--- src/rtl/intr_sched_pkg.sv ---
// Shared types and default constants for the interrupt scheduler.
// Holds the FSM state encoding and the per-port subroutine vectors.
package intr_sched_pkg;

  localparam int ADDR_W_DEF = 10;

  localparam logic [9:0] VEC0_DEF = 10'd984;
  localparam logic [9:0] VEC1_DEF = 10'd994;
  localparam logic [9:0] VEC2_DEF = 10'd1004;
  localparam logic [9:0] VEC3_DEF = 10'd1014;

  typedef enum logic [1:0] {
    IDLE    = 2'd0,
    REQ     = 2'd1,
    SERVICE = 2'd2
  } state_t;

endpackage

--- src/rtl/intr_sched_prio_enc4.sv ---
// Combinational 4-to-2 fixed-priority encoder; bit 0 has the highest priority.
module prio_enc4 (
  input  logic [3:0] req,
  output logic [1:0] idx,
  output logic       vld
);

  always_comb begin
    idx = 2'd0;
    vld = |req;
    if (req[0])      idx = 2'd0;
    else if (req[1]) idx = 2'd1;
    else if (req[2]) idx = 2'd2;
    else if (req[3]) idx = 2'd3;
  end

endmodule

--- src/rtl/intr_sched.sv ---
// Interrupt scheduler: latches irq rising edges, arbitrates by fixed priority and
// hands one vector at a time to the PC-select logic, blocking nesting until fin.
module intr_sched
  import intr_sched_pkg::*;
#(
  parameter int                ADDR_W   = ADDR_W_DEF,
  parameter logic [ADDR_W-1:0] VEC0     = VEC0_DEF,
  parameter logic [ADDR_W-1:0] VEC1     = VEC1_DEF,
  parameter logic [ADDR_W-1:0] VEC2     = VEC2_DEF,
  parameter logic [ADDR_W-1:0] VEC3     = VEC3_DEF,
  parameter logic [3:0]        MASK_RST = 4'b1111
) (
  input  logic              clk,
  input  logic              reset,
  input  logic [3:0]        irq,
  input  logic              mask_we,
  input  logic [3:0]        mask_wdata,
  input  logic              ack,
  input  logic              fin,
  input  logic [ADDR_W-1:0] pc_in,
  output logic              s_interrup,
  output logic [ADDR_W-1:0] dir,
  output logic [ADDR_W-1:0] ret_dir,
  output logic              busy,
  output logic [3:0]        pending,
  output logic [3:0]        mask
);

  state_t     state;
  logic [3:0] irq_q;
  logic [1:0] sel;
  logic [3:0] rise;
  logic [3:0] eligible;
  logic [3:0] clr;
  logic [1:0] enc_idx;
  logic       enc_vld;

  function automatic logic [ADDR_W-1:0] vec_of(input logic [1:0] i);
    case (i)
      2'd0:    vec_of = VEC0;
      2'd1:    vec_of = VEC1;
      2'd2:    vec_of = VEC2;
      default: vec_of = VEC3;
    endcase
  endfunction

  assign rise     = irq & ~irq_q;
  assign eligible = pending & mask;

  prio_enc4 u_prio_enc4 (
    .req (eligible),
    .idx (enc_idx),
    .vld (enc_vld)
  );

  // Only the bit being acknowledged is cleared; a same-cycle rise re-sets it below.
  always_comb begin
    clr = 4'b0000;
    if (state == REQ && ack) clr[sel] = 1'b1;
  end

  always_ff @(posedge clk or negedge reset) begin
    if (!reset) begin
      state      <= IDLE;
      irq_q      <= 4'b0000;
      pending    <= 4'b0000;
      mask       <= MASK_RST;
      sel        <= 2'd0;
      s_interrup <= 1'b0;
      busy       <= 1'b0;
      dir        <= '0;
      ret_dir    <= '0;
    end else begin
      irq_q   <= irq;
      pending <= (pending & ~clr) | rise;
      if (mask_we) mask <= mask_wdata;

      case (state)
        IDLE: begin
          if (enc_vld) begin
            sel        <= enc_idx;
            state      <= REQ;
            s_interrup <= 1'b1;
            dir        <= vec_of(enc_idx);
          end
        end
        REQ: begin
          if (ack) begin
            ret_dir    <= pc_in;
            state      <= SERVICE;
            s_interrup <= 1'b0;
            busy       <= 1'b1;
          end else if (!mask[sel]) begin
            // Line was masked while waiting: withdraw but keep it pending.
            state      <= IDLE;
            s_interrup <= 1'b0;
            dir        <= '0;
          end
        end
        SERVICE: begin
          if (fin) begin
            state <= IDLE;
            busy  <= 1'b0;
            dir   <= '0;
          end
        end
        default: begin
          state      <= IDLE;
          s_interrup <= 1'b0;
          busy       <= 1'b0;
          dir        <= '0;
        end
      endcase
    end
  end

endmodule

--- config.mk ---
export PLATFORM = sky130hd
export DESIGN_NAME = intr_sched
export DESIGN_NICKNAME = d
export VERILOG_FILES = /design/src/rtl/intr_sched_pkg.sv /design/src/rtl/intr_sched_prio_enc4.sv /design/src/rtl/intr_sched.sv
export SDC_FILE = /design/constraint.sdc
export NUM_CORES = 1
export LEC_CHECK = 0
export CORE_MARGIN = 3
export CORE_UTILIZATION = 30
export DETAILED_ROUTE_END_ITERATION = 8
export GPL_TIMING_DRIVEN = 0
export SETUP_SLACK_MARGIN = 0.15
export SYNTH_ARGS = -nofsm -noshare
export SYNTH_HDL_FRONTEND = slang
export SYNTH_HIERARCHICAL = 1
export SYNTH_SLANG_ARGS = --single-unit
--- constraint.sdc ---
create_clock -name clk -period 2.8 [get_ports clk]
set_clock_uncertainty 0.2 [all_clocks]
set_input_delay 0.84 -clock clk [delete_from_list [all_inputs] [get_ports clk]]
set_output_delay 0.84 -clock clk [all_outputs]
set_load 0.03 [all_outputs]
Yosys cells after proc, flatten, opt, wreduce, memory -nomap -nowiden
Cells that the tools add are included.

operators by class
  $lt $le $gt $ge = 2
  equal/unequal tests = 10
  mux-type cells = 27
  bitwise gates (word level) = 8
  reductions and logical operators = 11

operators with widths
  kind                                                  count
  two-way mux 10 bit                                    4
  case mux 10 bit (3 select lines)                      1
  case mux 6 bit (3 select lines)                       1
  two-way mux 2 bit                                     8
  bitwise AND 4 bit                                     3
  != test 2 bit (second input constant)                 5
  AND reduction 3 bit                                   3
  inverter 4 bit                                        2
  two-way mux 1 bit                                     7
  case mux 1 bit (3 select lines)                       2
  case mux 2 bit (3 select lines)                       1
  == test 2 x 1 -> 1 bit (second input constant)        2
  == test 2 bit (second input constant)                 2
  zero test 2 bit                                       2
  two-way mux 4 bit                                     1
  bitwise OR 4 bit                                      1
  AND reduction 2 bit                                   2
  AND reduction 4 bit                                   1
  OR reduction 4 bit                                    1
  < comparator 2 x 3 -> 1 bit (second input constant)   1
  != test 3 bit (second input constant)                 1
  binary-select mux 1 bit (select 2 bit)                1
  demux 1 bit (select 2 bit)                            1
  >= comparator 2 x 1 -> 1 bit (second input constant)  1
  2 further kinds                                       4

word-level totals
  register bits after elaboration = 38
  output and inout bits = 30
  word-level logic and storage cells = 67

Depth between registers and ports, before layout
  word-level depth = 9
  gate-level depth with buffers = 8
  gate-level depth less buffers = 8

By module
The synthesis kept the hierarchy.

by module, submodules not included
  module      times used  cells an instance  area each (um^2)  sequential area each (um^2)
  intr_sched  1           139                1,468.9           855.8
  prio_enc4   1           7                  35.0              0.0

Worst setup path before layout
No wires, ideal clock.

  kind = flip-flop to flip-flop
  from = register mask[3]
  to = register dir[3]
  library setup time = 0.118 ns
  arrival = 1.647 ns
  data required time = 2.482 ns
  setup slack = 0.835 ns
  cell stages (with the launch flop) = 9
  cell sequence = dfstp_2 -> and2_1 -> nor2_1 -> nor3_1 -> inv_1 -> ha_1 -> nor2_1 -> nor3_1 -> a21o_1

on the way
  longest elaborated chain between the ends = 9
  elaborated cells between the ends (all ways) = 17
  classes of those cells = eq/ne (4); mux (9); bitwise (1); reduce/logical (3)

ends and longest elaborated chain
  element                                      line                        source
  start, declared                              intr_sched.sv:26            output logic [3:0] mask
  start signal, assigned                       intr_sched.sv:76            if (mask_we) mask <= mask_wdata;
  bitwise AND 4 bit (*)                        intr_sched.sv:48            assign eligible = pending & mask;
  net eligible[3]                              intr_sched.sv:33            logic [3:0] eligible;
  two-way mux 2 bit (*)                        intr_sched_prio_enc4.sv:14  else if (req[3]) idx = 2'd3;
  two-way mux 2 bit (*)                        intr_sched_prio_enc4.sv:13  else if (req[2]) idx = 2'd2;
  two-way mux 2 bit (*)                        intr_sched_prio_enc4.sv:12  else if (req[1]) idx = 2'd1;
  two-way mux 2 bit (*)                        intr_sched_prio_enc4.sv:11  if (req[0]) idx = 2'd0;
  net enc_idx[1]                               intr_sched.sv:35            logic [1:0] enc_idx;
  == test 2 bit, or another cell as far along  intr_sched.sv:39            case (i)
  case mux 6 bit (3 select lines) (*)          intr_sched.sv:39
  two-way mux 10 bit (*)                       intr_sched.sv:80            if (enc_vld) begin
  case mux 10 bit (3 select lines) (*)         intr_sched.sv:78            case (state)
  end signal, assigned                         intr_sched.sv:84            dir <= vec_of(enc_idx);
  end, declared                                intr_sched.sv:22            output logic [ADDR_W-1:0] dir,

Mark *: on every way through the listed nets, which the timed path passes. The rest lies on a longest branch. The select of a mux whose other input is x is not followed.
A chain may end at the register's enable or synchronous reset.

Worst setup path in the final report
  from = register mask[0]
  to = output port mask[0]

No word-level cell between the ends.

==> results.sh <==
export IMPL_min_to="pending[3]"
export IMPL_grt_max_degree=35
export IMPL_crit_family="buffers and inverters"
export IMPL_cp_start_kind="flop"
export IMPL_dieWidth_um=76.8
export IMPL_placed_area_um2=2090
export IMPL_multiInputGateArea_um2=566
export IMPL_critical_path_class="flop to primary output"
export IMPL_seq_area_frac_synth_pct=56.9
export IMPL_num_rows=25
export IMPL_yosys_warnings=6
export IMPL_wl_per_cell_um=11.5
export IMPL_grt_overflow=0
export IMPL_ys_async_sr_fraction_pct=100
export IMPL_place_congestion=0.738
export IMPL_fin_setup_tns_ps=0
export IMPL_drive_gt1_share_pct=14.1
export IMPL_core_area_um2=4790
export IMPL_worst_slew_pin_slew_ps=750
export IMPL_post_cts_buffers=0
export IMPL_stdcell_area_um2=2180
export IMPL_hp_class="flop to flop"
export IMPL_p_leak_nw=0.986
export IMPL_antenna_cells=0
export IMPL_maxCapViolCount=0
export IMPL_die_area_um2=5900
export IMPL_final_hold_viol_count=0
export IMPL_worstReg2RegStart="mask[3]"
export IMPL_area_delta_synth_final_pct=45.3
export IMPL_cts_hold_buffers=0
export IMPL_path_cells="clkdlybuf4s50_1"
export IMPL_syn_area_um2=1500
export IMPL_cts_buffers=5
export IMPL_pwr_density_cell_nw_per_um2=1090
export IMPL_ios=53
export IMPL_drt_wl_total_um=3130
export IMPL_grt_usage_pct=11.2
export IMPL_ant_nets=0
export IMPL_syn_area_per_cell_um2=10.3
export IMPL_ys_seq_elements=34
export IMPL_grt_pass1_wl_um=5230
export IMPL_endpoint_kind="primary output"
export IMPL_crit_arrival_ps=1510
export IMPL_holdPathStages=1
export IMPL_r2r_end="dir[3]"
export IMPL_tritoncts="yes"
export IMPL_critical_path_slowest_cell="clkdlybuf4s50_1"
export IMPL_nFillCells=452
export IMPL_htree_levels=2
export IMPL_initial_core_util_pct=31.4
export IMPL_slew_violations=0
export IMPL_fin_crit_sh_pct=91.0
export IMPL_synth_distinct_cells=28
export IMPL_synth_edf_count=0
export IMPL_synth_ff_type="dfrtp_1"
export IMPL_reg2reg_depth=8
export IMPL_numClockSinks=34
export IMPL_crit_fanout=4
export IMPL_slowest_delay_ps=670
export IMPL_vias=1140
export IMPL_status="completed"
export IMPL_num_nets_final=231
export IMPL_rsz0062_at_grt="false"
export IMPL_clock_latency_ps=280
export IMPL_cp_required_ps=1760
export IMPL_first_iter_violations=75
export IMPL_synth_fp_nets=173
export IMPL_path_clk_slew_ps=70
export IMPL_vdd_ir_drop_worst_mv=0.466
export IMPL_seq_area_um2=856
export IMPL_antenna_found_initial=0
export IMPL_postLayoutCoreUtil_pct=45.6
export IMPL_fmax_mhz=393
export IMPL_port_buffers=51
export IMPL_setup_violations=0
export IMPL_cts_max_path_buffers=2
export IMPL_grt_pass1_vias=1112
export IMPL_die_h_um=76.8
export IMPL_drc=0
export IMPL_ctsResizeCount=0
export IMPL_min_from="irq_q[3]"
export IMPL_root_buffer="clkbuf_8"
export IMPL_period_needed_ps=2550
export IMPL_dr_pass1_iters=4
export IMPL_slew_limit_headroom_pct=50.0
export IMPL_dp_hpwl_um=2350
export IMPL_syn_inst=146
export IMPL_crit_buf_inv=1
export IMPL_rrSetupSlack_ps=750
export IMPL_via_per_inst=4.19
-- synthesized netlist by cell type (2+ instances only) --
| library cell | number | area (µm²) |
|---|---|---|
| mux2_2 | 5 | 56.3 |
| o21ai_0 | 9 | 45.0 |
| and2_1 | 6 | 37.5 |
| nor2_1 | 11 | 41.3 |
| inv_1 | 9 | 33.8 |
| clkbuf_1 | 2 | 7.51 |
| ha_1 | 4 | 50.1 |
| o2bb2ai_1 | 4 | 35.0 |
| dfstp_2 | 4 | 105 |
| a21o_1 | 2 | 15.0 |
| a21oi_2 | 2 | 17.5 |
| dfrtp_1 | 30 | 751 |
| o31ai_1 | 2 | 15.0 |
| nand2_1 | 38 | 143 |
| nor3_1 | 2 | 10.0 |
| buf_4 | 4 | 30.0 |
-- sequential cells by signal (all words and copies together), names as in the netlist --
signal      flops
ret_dir        10
dir             6
irq_q           4
mask            4
pending         4
sel             2
state           2
busy            1
s_interrup      1
-- per-layer routing --
layer / share of wire (%) / up-vias / global-route usage, %
met5: 0 / - / 0
met4: 1.2 / 0 / 5.43
met3: 6.0 / 4 / 3.64
met2: 49 / 30 / 18.0
met1: 44 / 520 / 13.5
li1: - / 586 / -
-- worst register-to-register path, stage by stage, from the launching register on --
cell and delay, ps:
dfstp_2 550, and2_1 140, nor2_1 60, nor3_1 320
inv_1 140, ha_1 220, nor2_1 110, nor3_1 60
a21o_1 160
-- power by group --
group	switching, mW	internal (mW)
Sequential	0.120	0.668
Clock	0.167	0.198
Combinational	0.697	0.529
-- worst max-delay path by stage --
stage                  from    endpoint  cells past startpoint
floorplan           mask[3]      dir[3]                      8
global placement      reset  ret_dir[1]                      1
detailed placement      ack  ret_dir[9]                      5
CTS                 mask[0]     mask[0]                      1
global route        mask[0]     mask[0]                      1
finish              mask[0]     mask[0]                      1
-- area by class of cell --
class | instances | area share, %
plain buffers | 7 | 2.23
clock buffers | 7 | 3.95
clock inverters | 1 | 0.229
inverters | 9 | 1.55
multi-input cells | 96 | 25.9
flip-flops and latches | 34 | 39.2
well taps | 67 | 3.84
repair buffers | 51 | 23.1
-- metrics by stage --
step | std cells | power (mW) | setup WS [ps] | hold slack (ps)
floorplan | 146 | 1.56 | 835 | 200
global placement | 264 | 2.03 | -68.8 | 202
detailed placement | 264 | 2.04 | 345 | 211
CTS | 272 | 2.41 | 234 | 219
global route | 272 | 2.54 | 209 | 238
finish | 272 | 2.38 | 253 | 217
-- kinds of logic after synthesis --
logic type | count (synthesis) | share of synthesized area (%)
adders and majority gates | 4 | 3.33
muxes | 6 | 4.74
buffers and inverters | 16 | 5.49
and+or+nand+nor | 62 | 18.1
AOI/OAI and AO/OA | 23 | 11.2
DFF | 34 | 56.9
other | 1 | 0.249
-- layout by cell type, fill, tap and decap left out, types with 2 or more instances in the layout --
cell type	synthesis	layout
a21oi_2	2	2
o2bb2ai_1	4	4
nand2_1	38	38
clkbuf_8	0	6
nor3_1	2	2
dfstp_2	4	4
and2_1	6	6
ha_1	4	4
clkdlybuf4s50_1	0	50
o21ai_0	9	9
nor2_1	11	11
inv_1	9	9
a21o_1	2	2
clkbuf_1	2	3
mux2_2	5	5
buf_4	4	4
o31ai_1	2	2
dfrtp_1	30	30
(Power assumes the default switching activity.)
